$ cat src/rtl/bullet_pool.sv
// bullet_pool: per-tank projectile manager with a parametrised N-slot pool.
// Each slot holds a bullet in sub-pixel fixed point that moves once per
// frame tick, bounces off walls through sticky hit flags, and retires on
// lifetime expiry, screen exit or an external kill. Shots are rate-limited
// by a cooldown counter that only arms when a bullet actually spawns.
module bullet_pool #(
    parameter int N_SLOTS  = 3,
    parameter int SPEED    = 2,
    parameter int LIFETIME = 300,
    parameter int COOLDOWN = 35,
    parameter int FRAC     = 7,
    parameter int SCR_W    = 640,
    parameter int SCR_H    = 480
) (
    input  logic                           CLK,
    input  logic                           RESET,
    input  logic                           frame_tick,
    input  logic                           fire,
    input  logic [9:0]                     tank_x,
    input  logic [9:0]                     tank_y,
    input  logic [7:0]                     dir_cos,
    input  logic [7:0]                     dir_sin,
    input  logic [N_SLOTS-1:0]             wall_left,
    input  logic [N_SLOTS-1:0]             wall_right,
    input  logic [N_SLOTS-1:0]             wall_top,
    input  logic [N_SLOTS-1:0]             wall_bottom,
    input  logic [N_SLOTS-1:0]             kill,
    output logic [10*N_SLOTS-1:0]          bullet_x,
    output logic [10*N_SLOTS-1:0]          bullet_y,
    output logic [N_SLOTS-1:0]             bullet_active,
    output logic [$clog2(N_SLOTS+1)-1:0]   active_count,
    output logic                           cooldown_busy
);

    // Position width, and an extended width so that a move can expose both
    // a negative result (top bit) and an overflow past 1023 px.
    localparam int PW = 10 + FRAC;
    localparam int EW = PW + 2;
    localparam int IW = EW - 1 - FRAC;
    localparam int CW = $clog2(N_SLOTS + 1);
    localparam int AW = ($clog2(LIFETIME + 1) > 9) ? $clog2(LIFETIME + 1) : 9;
    localparam int DW = (COOLDOWN > 0) ? $clog2(COOLDOWN + 1) : 1;

    localparam logic [AW-1:0]        LIFE_MAX  = AW'(LIFETIME);
    localparam logic [DW-1:0]        COOL_LOAD = DW'(COOLDOWN);
    localparam logic [IW-1:0]        X_LIMIT   = IW'(SCR_W);
    localparam logic [IW-1:0]        Y_LIMIT   = IW'(SCR_H);
    localparam logic signed [11:0]   SPEED_S   = 12'(SPEED);

    // Per-slot state
    logic [PW-1:0]          px [N_SLOTS];
    logic [PW-1:0]          py [N_SLOTS];
    logic signed [11:0]     vx [N_SLOTS];
    logic signed [11:0]     vy [N_SLOTS];
    logic [AW-1:0]          age [N_SLOTS];
    logic [N_SLOTS-1:0]     lr;
    logic [N_SLOTS-1:0]     tb;
    logic [DW-1:0]          cooldown;

    // Next-state helpers
    logic signed [11:0]     eff_vx [N_SLOTS];
    logic signed [11:0]     eff_vy [N_SLOTS];
    logic [EW-1:0]          nx [N_SLOTS];
    logic [EW-1:0]          ny [N_SLOTS];
    logic [AW-1:0]          nage [N_SLOTS];
    logic [N_SLOTS-1:0]     free_slot;
    logic [N_SLOTS-1:0]     spawn_sel;
    logic [N_SLOTS-1:0]     move;
    logic [N_SLOTS-1:0]     retire;
    logic [N_SLOTS-1:0]     next_active;
    logic [CW-1:0]          next_count;
    logic                   spawn_ok;
    logic                   found;

    logic signed [11:0]     cos_ext;
    logic signed [11:0]     sin_ext;
    logic signed [11:0]     spawn_vx;
    logic signed [11:0]     spawn_vy;

    assign cos_ext  = {{4{dir_cos[7]}}, dir_cos};
    assign sin_ext  = {{4{dir_sin[7]}}, dir_sin};
    assign spawn_vx = cos_ext * SPEED_S;
    assign spawn_vy = sin_ext * SPEED_S;

    assign cooldown_busy = (cooldown != '0);

    // Work out this tick's moves, retirements and the spawn target slot.
    always_comb begin
        free_slot   = ~bullet_active & ~kill;
        spawn_ok    = frame_tick && fire && (cooldown == '0) && (|free_slot);
        spawn_sel   = '0;
        found       = 1'b0;
        move        = '0;
        retire      = '0;
        next_active = bullet_active;
        next_count  = '0;
        for (int i = 0; i < N_SLOTS; i++) begin
            eff_vx[i] = (lr[i] | wall_left[i] | wall_right[i]) ? -vx[i] : vx[i];
            eff_vy[i] = (tb[i] | wall_top[i] | wall_bottom[i]) ? -vy[i] : vy[i];
            nx[i]     = {2'b00, px[i]} + {{(EW-12){eff_vx[i][11]}}, eff_vx[i]};
            ny[i]     = {2'b00, py[i]} + {{(EW-12){eff_vy[i][11]}}, eff_vy[i]};
            nage[i]   = age[i] + AW'(1);
            move[i]   = frame_tick && bullet_active[i] && !kill[i];
            retire[i] = (nage[i] == LIFE_MAX)
                     || nx[i][EW-1] || (nx[i][EW-2:FRAC] >= X_LIMIT)
                     || ny[i][EW-1] || (ny[i][EW-2:FRAC] >= Y_LIMIT);
            if (!found && free_slot[i]) begin
                spawn_sel[i] = spawn_ok;
                found        = 1'b1;
            end
            if (kill[i]) begin
                next_active[i] = 1'b0;
            end else if (move[i] && retire[i]) begin
                next_active[i] = 1'b0;
            end else if (spawn_sel[i]) begin
                next_active[i] = 1'b1;
            end
            next_count = next_count + CW'(next_active[i]);
        end
    end

    // Slot registers: spawn loads, tick moves, walls latch sticky flags.
    always_ff @(posedge CLK or posedge RESET) begin
        if (RESET) begin
            for (int i = 0; i < N_SLOTS; i++) begin
                px[i]  <= '0;
                py[i]  <= '0;
                vx[i]  <= '0;
                vy[i]  <= '0;
                age[i] <= '0;
            end
            lr            <= '0;
            tb            <= '0;
            bullet_active <= '0;
            active_count  <= '0;
        end else begin
            for (int i = 0; i < N_SLOTS; i++) begin
                if (spawn_sel[i]) begin
                    px[i]  <= {tank_x, {FRAC{1'b0}}};
                    py[i]  <= {tank_y, {FRAC{1'b0}}};
                    vx[i]  <= spawn_vx;
                    vy[i]  <= spawn_vy;
                    age[i] <= '0;
                end else if (move[i]) begin
                    px[i]  <= nx[i][PW-1:0];
                    py[i]  <= ny[i][PW-1:0];
                    vx[i]  <= eff_vx[i];
                    vy[i]  <= eff_vy[i];
                    age[i] <= nage[i];
                end
                if (spawn_sel[i] || frame_tick) begin
                    lr[i] <= 1'b0;
                    tb[i] <= 1'b0;
                end else if (bullet_active[i]) begin
                    lr[i] <= lr[i] | wall_left[i] | wall_right[i];
                    tb[i] <= tb[i] | wall_top[i] | wall_bottom[i];
                end
            end
            bullet_active <= next_active;
            active_count  <= next_count;
        end
    end

    // Cooldown arms on a real spawn and runs down one step per frame tick.
    always_ff @(posedge CLK or posedge RESET) begin
        if (RESET) begin
            cooldown <= '0;
        end else if (|spawn_sel) begin
            cooldown <= COOL_LOAD;
        end else if (frame_tick && (cooldown != '0)) begin
            cooldown <= cooldown - DW'(1);
        end
    end

    // Integer pixel view of each slot's fixed-point position.
    always_comb begin
        bullet_x = '0;
        bullet_y = '0;
        for (int i = 0; i < N_SLOTS; i++) begin
            bullet_x[10*i +: 10] = px[i][PW-1:FRAC];
            bullet_y[10*i +: 10] = py[i][PW-1:FRAC];
        end
    end

endmodule
$ cat config.mk
export PLATFORM = sky130hd
export DESIGN_NAME = bullet_pool
export DESIGN_NICKNAME = d
export VERILOG_FILES = /design/src/rtl/bullet_pool.sv
export SDC_FILE = /design/constraint.sdc
export NUM_CORES = 1
export LEC_CHECK = 0
export CAP_MARGIN = 30
export CORE_MARGIN = 3
export CORE_UTILIZATION = 35
export DETAILED_ROUTE_END_ITERATION = 8
export PLACE_DENSITY = 0.6
export SYNTH_ARGS = -nofsm -noshare
export SYNTH_HDL_FRONTEND = slang
export SYNTH_SLANG_ARGS = --single-unit
$ cat constraint.sdc
create_clock -name CLK -period 8.9 [get_ports CLK]
set_clock_uncertainty 0.2 [all_clocks]
set_input_delay 1.78 -clock CLK [delete_from_list [all_inputs] [get_ports CLK]]
set_output_delay 1.78 -clock CLK [all_outputs]
set_load 0.05 [all_outputs]
---- Word level (Yosys, flattened, before mapping) ----
Cells that the tools add are included.
word-level totals
  word-level logic and storage cells ...... 176
  flip-flop bits (word level) ............. 218
  output and inout port bits .............. 66
operators by class
  add/subtract/negate cells ............... 18
  $lt $le $gt $ge ......................... 6
  bitwise operators ....................... 15
  reduce and logical (&&, ||, !) cells .... 46
  muxes and demuxes ....................... 64
  equality and inequality tests ........... 3
operators with widths
  cell                                                                                    count
  12-bit 2-to-1 mux                                                                       18
  17-bit 2-to-1 mux                                                                       12
  18-bit by 12-bit adder with 19-bit output                                               6
  12-bit negator                                                                          6
  9-bit 2-to-1 mux                                                                        6
  11-bit by 10-bit greater-or-equal comparator with 1-bit output (second input constant)  3
  11-bit by 9-bit greater-or-equal comparator with 1-bit output (second input constant)   3
  9-bit by 1-bit adder with 9-bit output (second input constant)                          3
  9-bit equality test (second input constant)                                             3
  1-bit 2-to-1 mux                                                                        26
  1-bit logical AND                                                                       15
  1-bit logical OR                                                                        15
  2-bit nonzero test                                                                      7
  6-bit 2-to-1 mux                                                                        2
  1-bit bitwise OR                                                                        12
  6-bit logical NOT                                                                       1
  3-bit NOT                                                                               2
  6-bit nonzero test                                                                      1
  3-bit OR reduction                                                                      2
  6-bit by 1-bit subtractor with 6-bit output (second input constant)                     1
  1-bit logical NOT                                                                       5
  3-bit bitwise AND                                                                       1
  1-bit by 1-bit adder with 2-bit output                                                  1
  2-bit by 1-bit adder with 2-bit output                                                  1

---- Logic depth before layout (Yosys ltp) ----
Gate-level depths: netlist (run 1).
  word-level depth ........................ 13
  gate-level depth with buffers ........... 18
  mapped depth without buffers ............ 18

---- Worst setup path after synthesis (run 1) ----
No wires, ideal clock.
  kind .................................... input -> register
  from .................................... input port wall_top[0]
  to ...................................... register active_count[0]
  data arrival time ....................... 5.363 ns
  buffers on the path ..................... 1
  library setup time ...................... 0.136 ns
  required time ........................... 8.564 ns
  cell stages on the path ................. 15
  path slack .............................. 3.201 ns
  path through ............................ nor3_1 -> clkbuf_1 -> mux2i_1 -> inv_1 -> ha_1 -> a211oi_1 -> o21ai_1 -> a41oi_1 -> o21ai_1 -> o22ai_1 -> xor2_1 -> or4_1 -> o31a_1 -> a31o_2 -> fa_1
between the ends
  longest elaborated chain between the ends .. 11
  elaborated cells between the ends (all ways) .. 12
  classes of those cells .................. add/sub: 3; order compare: 1; mux: 3; bitwise: 2; reduce/logical: 3
ends and longest elaborated chain
  item                                                                                               RTL line  source
  from (decl)                                                                                        25        input logic [N_SLOTS-1:0] wall_top,
  1-bit bitwise OR (*) (2 in a row)                                                                  99        eff_vy[i] = (tb[i] | wall_top[i] | wall_bottom[i]) ? -vy[i] : vy[i];
  12-bit 2-to-1 mux (*)                                                                              99
  18-bit by 12-bit adder with 19-bit output (*)                                                      101       ny[i] = {2'b00, py[i]} + {{(EW-12){eff_vy[i][11]}}, eff_vy[i]};
  11-bit by 9-bit greater-or-equal comparator with 1-bit output or 1-bit logical OR (tied branches)  106       || ny[i][EW-1] || (ny[i][EW-2:FRAC] >= Y_LIMIT);
  1-bit logical OR (*)                                                                               106
  1-bit logical AND (*)                                                                              113       end else if (move[i] && retire[i]) begin
  1-bit 2-to-1 mux (*)                                                                               113
  1-bit 2-to-1 mux (*)                                                                               111       if (kill[i]) begin
  named net next_active[0]                                                                           70        logic [N_SLOTS-1:0] next_active;
  1-bit by 1-bit adder with 2-bit output (*)                                                         118       next_count = next_count + CW'(next_active[i]);
  2-bit by 1-bit adder with 2-bit output (*)                                                         118
  named net next_count[0]                                                                            71        logic [CW-1:0] next_count;
  to (signal assigned)                                                                               160       active_count <= next_count;
  to (decl)                                                                                          31        output logic [$clog2(N_SLOTS+1)-1:0] active_count,
Mark *: on every way through the listed nets, which the timed path passes. The rest lies on a longest branch.
A chain may end at the register's enable or synchronous reset.

---- Worst setup path in the final report (run 1) ----
  from .................................... input port wall_top[2]
  to ...................................... register active_count[0]
between the ends
  longest elaborated chain between the ends .. 10
  elaborated cells between the ends (all ways) .. 11
  classes of those cells .................. add/sub: 2; order compare: 1; mux: 3; bitwise: 2; reduce/logical: 3
ends and longest elaborated chain
  item                                                                                               RTL line
  1-bit bitwise OR (*) (2 in a row)                                                                  99
  12-bit 2-to-1 mux (*)                                                                              99
  18-bit by 12-bit adder with 19-bit output (*)                                                      101
  11-bit by 9-bit greater-or-equal comparator with 1-bit output or 1-bit logical OR (tied branches)  106
  1-bit logical OR (*)                                                                               106
  1-bit logical AND (*)                                                                              113
  1-bit 2-to-1 mux (*)                                                                               113
  1-bit 2-to-1 mux (*)                                                                               111
  named net next_active[2]                                                                           70
  2-bit by 1-bit adder with 2-bit output (*)                                                         118
  named net next_count[0]                                                                            71
Marked as above.

==> results of run 1 <==
-- metrics by stage --
| stage | setup WS, ns | cells |
|---|---|---|
| 2_1_floorplan | 1.30 | 1698 |
| 3_3_place_gp | 2.34 | 2246 |
| 3_5_place_dp | 2.21 | 2246 |
| 4_1_cts | 2.77 | 2292 |
| 5_1_grt | 2.23 | 2292 |
| 6_report | 2.75 | 2292 |
-- routing by layer --
| metal | share of wire, % | up-vias | track usage [%] | wire [um] |
|---|---|---|---|---|
| met1 | 46 | 6163 | 27.6 | 20600 |
| met5 | 0.029 | - | 0 | 13 |
| met3 | 6.2 | 69 | 3.09 | 2750 |
| met2 | 45 | 361 | 32.0 | 20200 |
| met4 | 2.4 | 2 | 4.99 | 1050 |
| li1 | - | 6146 | - | - |
-- worst reg2reg max path, cell delays in order (launching register included) --
cell,delay [ns]
dfrtp_1,0.40
inv_1,0.09
ha_1,0.17
nor3b_1,0.27
a21o_1,0.28
o21ai_0,0.14
xor2_1,0.78
ha_1,0.40
o21ai_0,0.09
nand2b_1,0.08
o41a_1,0.16
a41o_1,0.31
or3_4,0.34
nor3_2,0.11
a21oi_1,0.07
a221oi_2,0.41
fa_1,0.48
-- synth_stat cells, types with 11 or more instances --
master    count  area share [%]
a22oi_1      84             4.3
nor2_1      138             3.5
clkbuf_1     52             1.3
xnor2_1      66             3.9
nand3_1      53             1.8
nor2b_1      18            0.77
nor3_1       48             1.6
nand2_1     185             4.7
a21o_1       19            0.97
and3_1       13            0.55
o21ai_0     182             6.2
a221o_1      13            0.89
a31oi_1      11            0.47
inv_1        57             1.5
ha_1        119              10
o31ai_1      15            0.77
a21oi_1      77             2.6
buf_4        60             3.1
xor2_1       85             5.1
dfrtp_1     206              35
-- sequential cells by signal, summed over array words and instances (netlist names), named ones only --
signal	flops
px	18
age	27
bullet_active	3
lr	3
vx	30
bullet_y	30
tb	3
bullet_x	30
active_count	2
vy	30
py	18
cooldown	6
-- power by group through the flow --
stage / clock network [uW] / registers (uW) / logic (uW)
final: 1040 / 1400 / 2950
after global routing: 1110 / 1430 / 3290
after CTS: 1060 / 1390 / 2940
after detailed placement: 0 / 1410 / 2920
after global placement: 0 / 1400 / 2850
after floorplan: 0 / 1330 / 2410
-- layout make-up --
cell class | count | area (um^2)
Tap cell | 532 | 666
Multi-Input combinational cell | 1311 | 8640
Clock buffer | 41 | 778
Fill cell | 4049 | 24300
Timing Repair Buffer | 139 | 1340
Inverter | 58 | 225
Sequential cell | 206 | 5150
Clock inverter | 5 | 50.0
-- worst max-delay path by stage --
stage	startpoint	end	slack [ns]	cells past startpoint
2_1_floorplan	RESET	asynchronous set/reset pin	1.30	1
3_3_place_gp	wall_top[2]	active_count[0]$_DFF_PP0_	2.34	14
3_5_place_dp	wall_top[2]	active_count[0]$_DFF_PP0_	2.21	14
4_1_cts	wall_top[2]	active_count[0]$_DFF_PP0_	2.77	14
5_1_grt	wall_top[2]	active_count[0]$_DFF_PP0_	2.23	14
6_report	wall_top[2]	active_count[0]$_DFF_PP0_	2.75	14
-- cells by family (layout without fill, tap and decap cells) --
logic type / Yosys count / count (layout) / share of synthesized area, %
and+or+nand+nor: 531 / 531 / 16.9
muxes: 8 / 8 / 0.571
AOI/OAI and AO/OA: 499 / 499 / 21.7
DFF: 206 / 206 / 35.1
xor gates and xnor gates: 151 / 151 / 9.01
adders and majority gates: 122 / 122 / 10.5
buffers and inverters: 181 / 243 / 6.18
==> results_dict.tcl, run 1 <==
set metrics [dict create \
    grt_max_degree 114 \
    clkSinkCount 206 \
    grt_overflow 0 \
    fin_area_mm2 0.0169 \
    synth_nets 1875 \
    finalNetCount 1919 \
    synthCells 1698 \
    clkTransAtPathRegs_ns 0.06 \
    drt_wl_total_mm 44.6 \
    critPathArrivalTime_ns 6.36 \
    tritoncts "done" \
    rsz0062_at_grt "no" \
    drt-wirelength-per-cell_um 19.4 \
    critPathMaxFanout 11 \
    final_common_cell "dfrtp_1" \
    cts_buffer_depth 3 \
    track_usage_pct 19.7 \
    die-area_mm2 0.0444 \
    ios 121 \
    slew_violations 0 \
    net-switching-power_uw 2370 \
    min_from "px[21]$_DFFE_PP0P_" \
    timing.final.crit_share_pct 69.1 \
    status "completed" \
    swShare_pct 44.0 \
    io_buffers 120 \
    drc 0 \
    core_area_mm2 0.0411 \
    p_int_uw 3010 \
    gp_congestion 0.871 \
    synth-edff-count 0 \
    post_dp_cell_area_mm2 0.0160 \
    yosysSeqAreaShare_pct 35.1 \
    synth_cell_types 76 \
    power.leakage_uw 0.00742 \
    syn_area_mm2 0.0147 \
    whs_endpoint "px[21]$_DFFE_PP0P_" \
    clock-root-buffer "clkbuf_16" \
    setup_viol 0 \
    tightestPinTransition_ns 0.993 \
    hold_path_depth 2 \
    hold_viol 0 \
    cp_num_buf_inv 1 \
    synth.ff_latch_count 206 \
    slew_headroom_pct 33.3 \
    ir_drop_mv 0.154 \
    slowest_delay_ns 0.73 \
    vias_per_cell 5.56 \
    crit_path_frequent_cell "xor2_1" \
    p_per_area_mw_per_mm2 319 \
    drv_cap 0 \
    die_h_um 211 \
    max_freq_mhz 163 \
    path_cells "clkdlybuf4s50_1 -> nor3_1 -> a41oi_1 -> xor2_1 -> ha_1 -> a211oi_1 -> nand2_1 -> o21ai_1 -> o21a_1 -> xor2_1 -> nor4b_1 -> a31oi_1 -> a221oi_2 -> fa_1" \
    cp_top_family "compound AO/OA/AOI/OAI gates" \
    p_seq_share_pct 25.9 \
    mostFrequentLayoutCells "dfrtp_1, nand2_1, o21ai_0" \
    cts_max_level 1 \
    comb_power_share_pct 54.7 \
    n_antenna_cell 0 \
    hold_path_class "reg2reg" \
    async_flop_share_pct 100 \
    post-route-util_pct 41.0 \
    setup.worst_path.class "in2reg" \
    tns_ns 0 \
    cts_buffers 26 \
    vias 12700 \
    avgSynthCellArea_um2 8.65 \
    cp_slowest_cell "xor2_1" \
    required_ns 9.11 \
    synth_warnings 0 \
    drt_iter0_drc 892 \
    fin_hold_ws_ns 0.292 \
    r2r_end "active_count[0]$_DFF_PP0_" \
    antenna_found_initial 1 \
    post-cts-setup-buffer-count 0 \
    drt_first_pass_iters 8 \
    synthToLayoutAreaGrowth_pct 14.8 \
    power_uw 5380 \
    grt_pass1_vias 12300 \
    fin_crit_ns 6.15 \
    p_clk_share_pct 19.3 \
    start_kind "input port" \
    insertion_delay_ns 0.54 \
    dp_hpwl_mm 31.9 \
    grt_pass1_wl_mm 70.2 \
    ff2ff_path_depth 16 \
    r2r_slack_ns 3.99 \
    fp-row-count 74 \
    end_kind "flip-flop" \
    ctsResizeCount 0 \
    layout-drive-gt1-share_pct 5.00 \
    start_util_pct 35.7 \
    hold_buffers 0 \
    drt.antenna.violating_nets 0 \
    die_w_um 211 \
    ys.flop_type "dfrtp_1" \
]
Power figures use the tool's default switching activity.
==> run 2: changes to the inputs <==
- PLACE_DENSITY: 0.6 -> 0.62
- clock period: 8.9 -> 5.5 ns (I/O delays scaled with it)
==> run 2 against run 1 <==
Hold slack lost 0.0066 ns. Via count increased by 1.4%. Clock power grew 78%. Power up 69%. Final cell count grew 2.4%. Critical endpoint unchanged.
==> results_dict.tcl, run 2 (same netlist as run 1, synthesis figures left out) <==
set metrics [dict create \
    status "completed" \
    cts_max_level 1 \
    clkSinkCount 206 \
    critPathArrivalTime_ns 5.31 \
    die_h_um 211 \
    start_util_pct 35.7 \
    cts_buffers 25 \
    ir_drop_mv 0.280 \
    min_from "px[39]$_DFFE_PP0P_" \
    ios 121 \
    grt_overflow 0 \
    clock-root-buffer "clkbuf_16" \
    rsz0062_at_grt "no" \
    insertion_delay_ns 0.54 \
    dp_slack_ns -0.125 \
    start_kind "input port" \
    finalNetCount 1975 \
    setup.worst_path.class "in2reg" \
    slew_violations 0 \
    vias_per_cell 5.50 \
    drt.antenna.violating_nets 0 \
    core_area_mm2 0.0411 \
    grt_pass1_wl_mm 70.2 \
    worst_slack_ns 0.404 \
    die_w_um 211 \
    mostFrequentLayoutCells "dfrtp_1, nand2_1, o21ai_0" \
    grt_pass1_vias 12500 \
    drt-wirelength-per-cell_um 18.9 \
    hold_path_depth 2 \
    path_cells "clkdlybuf4s50_1 -> or3_1 -> mux2i_1 -> inv_1 -> ha_1 -> a211oi_1 -> nor3_1 -> or3b_2 -> o21ai_1 -> o21a_1 -> xor2_1 -> nor4b_1 -> a31oi_1 -> a221oi_2 -> fa_1" \
    drt_iter0_drc 979 \
    hold_viol 0 \
    timing.final.crit_share_pct 92.7 \
    hold_path_class "reg2reg" \
    layout-drive-gt1-share_pct 8.26 \
    cts_buffer_depth 3 \
    fin_crit_ns 5.10 \
    die-area_mm2 0.0444 \
    antenna_found_initial 0 \
    tritoncts "done" \
    drt_first_pass_iters 5 \
    final_common_cell "dfrtp_1" \
    post-cts-setup-buffer-count 0 \
    ctsResizeCount 0 \
    io_buffers 120 \
    critPathMaxFanout 3 \
    slew_headroom_pct 27.7 \
    synthToLayoutAreaGrowth_pct 18.5 \
    r2r_slack_ns 0.81 \
    max_freq_mhz 196 \
    p_per_area_mw_per_mm2 524 \
    tightestPinTransition_ns 1.08 \
    grt_max_degree 165 \
    end_kind "flip-flop" \
    power_uw 9110 \
    fp-row-count 74 \
    drv_cap 0 \
    hold_buffers 0 \
    ff2ff_path_depth 17 \
    track_usage_pct 19.7 \
    power.leakage_uw 0.00775 \
    n_antenna_cell 0 \
    cp_slowest_cell "or3b_2" \
    slowest_delay_ns 0.52 \
    drt_wl_total_mm 44.4 \
    dp_hpwl_mm 32.2 \
    vias 12900 \
    clkTransAtPathRegs_ns 0.06 \
    drc 0 \
    gp_congestion 0.895 \
    required_ns 5.71 \
    r2r_end "active_count[0]$_DFF_PP0_" \
    setup_viol 0 \
    whs_endpoint "px[39]$_DFFE_PP0P_" \
]
-- run 2: cell count changes in the layout (fill, tap and decap cells not counted), sizes merged --
cell	change
clkbuf	-6
bufinv	+4
buf	+57
clkinvlp	+1
-- run 2: final cells by class --
type	count	area, um^2
clock buffer	35	733
timing repair buffer	196	1800
sequential	206	5150
multi-input combinational	1311	8640
fill	4024	23700
clock inverter	10	181
tap	532	666
inverter	58	221
-- run 2: worst max path at each step --
stage | slack (ns) | startpoint | endpoint | cells after the start
3_3_place_gp | -0.07 | wall_top[2] | active_count[0]$_DFF_PP0_ | 15
4_1_cts | 0.42 | wall_top[2] | active_count[0]$_DFF_PP0_ | 15
5_1_grt | 0.16 | wall_top[2] | active_count[0]$_DFF_PP0_ | 15
2_1_floorplan | 0.48 | wall_top[0] | active_count[0]$_DFF_PP0_ | 15
3_5_place_dp | -0.13 | wall_top[2] | active_count[0]$_DFF_PP0_ | 15
6_report | 0.40 | wall_top[2] | active_count[0]$_DFF_PP0_ | 15
-- run 2: metrics by stage --
stage	util (%)	setup TNS [ns]	cells	instance area, um^2	hold WS, ns
after floorplan	-	0	1698	14700	0.255
after global placement	40.0	-0.0688	2302	16500	0.273
final	42.3	0	2348	17400	0.285
after CTS	42.3	0	2348	17400	0.294
after global routing	42.3	0	2348	17400	0.321
after detailed placement	40.1	-0.125	2303	16500	0.282
-- run 2: critical path, delay by kind of cell --
kind | cells | cell delay, ns
AOI/OAI and AO/OA | 5 | 1.32
xor gates and xnor gates | 1 | 0.10
adders and majority gates | 2 | 0.77
buffers and inverters | 2 | 0.49
muxes | 1 | 0.21
and+or+nand+nor | 4 | 1.32
-- run 2: metal layers --
metal / up-vias / wire length, um / GRT usage [%]
met3: 59 / 2610 / 2.79
met5: - / 0 / 0
met2: 358 / 20100 / 32.3
met1: 6250 / 20600 / 27.7
met4: 0 / 1160 / 4.94
li1: 6257 / - / -
-- run 2: report_power, final --
| part | internal (uW) | leakage [uW] | total (uW) | switching (uW) |
|---|---|---|---|---|
| combinational | 2210 | 0.00453 | 5010 | 2800 |
| clock | 1160 | 0.000454 | 1850 | 690 |
| sequential | 1870 | 0.00276 | 2250 | 381 |
==> run 3: changes to the inputs <==
- CTS_CLUSTER_DIAMETER: not set -> 40
- clock period: 5.5 -> 4.45 ns (I/O delays scaled with it)
==> run 3 against run 2 <==
The run now ends with setup timing left. Non-clock buffer count grew 202. Sequential share of layout area is 4.2 points lower. Sequential power grew 26%. Combinational power grew 67%. Final cell count increased by 9.8%. Largest cell class unchanged.
==> results_dict.tcl, run 3 (same netlist as run 1, synthesis figures left out) <==
set metrics [dict create \
    status "finished, violations left" \
    violations "setup timing" \
    synthToLayoutAreaGrowth_pct 38.2 \
    track_usage_pct 20.8 \
    reg2reg_from "vx[26]$_DFFE_PP0P_" \
    critPathMaxFanout 3 \
    required_ns 4.65 \
    clock-root-buffer "clkbuf_16" \
    timing.final.crit_share_pct 100 \
    crit_start "wall_top[2]" \
    hold_viol 0 \
    max_freq_mhz 224 \
    finalNetCount 2191 \
    p_per_area_mw_per_mm2 704 \
    grt_overflow 0 \
    mostFrequentLayoutCells "buf_4, dfrtp_1, nand2_1" \
    fp-row-count 74 \
    ios 121 \
    final_common_cell "buf_4" \
    drt.antenna.violating_nets 0 \
    cts_buffer_depth 3 \
    power.leakage_uw 0.00916 \
    r2r_end "active_count[0]$_DFF_PP0_" \
    layout-drive-gt1-share_pct 24.4 \
    die_w_um 211 \
    hold_buffers 0 \
    ff2ff_path_depth 19 \
    core_area_mm2 0.0411 \
    start_kind "input port" \
    drt_first_pass_iters 6 \
    clkSinkCount 206 \
    drv_cap 0 \
    cts_max_level 2 \
    die_h_um 211 \
    vias_per_cell 5.40 \
    io_buffers 120 \
    hold_path_class "reg2reg" \
    r2r_slack_ns 0.06 \
    fin_area_mm2 0.0203 \
    drt_iter0_drc 999 \
    post_dp_cell_area_mm2 0.0179 \
    insertion_delay_ns 0.54 \
    drc 0 \
    grt_max_degree 64 \
    tightestPinTransition_ns 0.810 \
    endpoint "active_count[0]$_DFF_PP0_" \
    cts_buffers 39 \
    slew_violations 0 \
    die-area_mm2 0.0444 \
    fin_crit_ns 4.46 \
    drt-wirelength-per-cell_um 18.8 \
    start_util_pct 35.7 \
    drt_wl_total_mm 48.4 \
    clkTransAtPathRegs_ns 0.05 \
    grt_pass1_wl_mm 74.0 \
    critPathArrivalTime_ns 4.66 \
    rsz0062_at_grt "yes" \
    dp_hpwl_mm 34.1 \
    setup.worst_path.class "in2reg" \
    fillers 3806 \
    tns_ns -0.0104 \
    grt_pass1_vias 13700 \
    end_kind "flip-flop" \
    ir_drop_mv 0.289 \
    tritoncts "done" \
    dp_slack_ns -0.854 \
    gp_congestion 0.897 \
    worst_slack_ns -0.0104 \
    vias 13900 \
    setup_viol 1 \
    antenna_found_initial 1 \
    slew_headroom_pct 45.9 \
]
## run 3: changes by cell type in the layout (fill, tap and decap cells not counted), sizes merged, moves of 3 or more
cell           delta
buf             +201
clkbuf           +12
clkdlybuf4s50    -11
clkinvlp          +6
dlygate4sd2       +3
dlymetal6s2s      +6
inv              +11
## run 3: layout make-up
type | count | area [um^2] | share of cell area [%]
Multi-Input combinational cell | 1311 | 9490 | 46.8
Timing Repair Buffer | 398 | 3390 | 16.7
Antenna cell | 1 | 2.50 | 0.0123
Clock buffer | 45 | 1050 | 5.17
Tap cell | 532 | 666 | 3.28
Clock inverter | 27 | 313 | 1.54
Sequential cell | 206 | 5150 | 25.4
Inverter | 58 | 221 | 1.09
## run 3: stage by stage
| step | hold slack [ns] | instances | utilization [%] | total power, uW |
|---|---|---|---|---|
| 3_3_place_gp | 0.267 | 2464 | 43.5 | 10000 |
| 6_report | 0.284 | 2578 | 49.4 | 14300 |
| 5_1_grt | 0.319 | 2578 | 49.4 | 15200 |
| 2_1_floorplan | 0.255 | 1698 | - | 7590 |
| 4_1_cts | 0.289 | 2550 | 47.4 | 13600 |
| 3_5_place_dp | 0.278 | 2464 | 43.5 | 10200 |
## run 3: worst min path at each step
stage                       start                  to  slack (ns)  cells after the start
2_1_floorplan  px[21]$_DFFE_PP0P_  px[21]$_DFFE_PP0P_        0.26                      2
3_3_place_gp   px[21]$_DFFE_PP0P_  px[21]$_DFFE_PP0P_        0.27                      2
3_5_place_dp   px[21]$_DFFE_PP0P_  px[21]$_DFFE_PP0P_        0.28                      2
4_1_cts        px[21]$_DFFE_PP0P_  px[21]$_DFFE_PP0P_        0.29                      2
5_1_grt        px[39]$_DFFE_PP0P_  px[39]$_DFFE_PP0P_        0.32                      2
6_report       px[21]$_DFFE_PP0P_  px[21]$_DFFE_PP0P_        0.28                      2
## run 3: report_power, final
group | switching (uW) | internal [uW]
Sequential | 517 | 2310
Combinational | 4180 | 4180
Clock | 1120 | 1960
## run 3: repair_timing
action | 4_1_cts | 5_1_grt
gates cloned | 0 | 1
pin swaps | 42 | 91
setup endpoints to repair | 2 | 2
setup buffers | 14 | 27
resized for setup | 37 | 115
## run 3: worst max-delay path: stages
cell	delay [ns]
dlygate4sd2_1	0.27
or3_4	0.45
mux2i_4	0.23
inv_2	0.07
ha_4	0.22
a211oi_2	0.24
nor3_1	0.11
or3b_4	0.45
nor2b_1	0.13
nor2_1	0.06
xnor2_1	0.13
or4_1	0.53
a31oi_1	0.23
a221oi_2	0.05
buf_4	0.16
fa_1	0.45
## run 3: per-layer routing
metal  track usage [%]  part of all wire, %  vias up  wire length, um
met3              2.64                  4.8       92             2320
met5                 0                    0        -                0
met2              34.7                   48      378            23000
met1              27.4                   44     6734            21100
met4              8.85                  4.0        0             1950
li1                  -                    -     6709                -
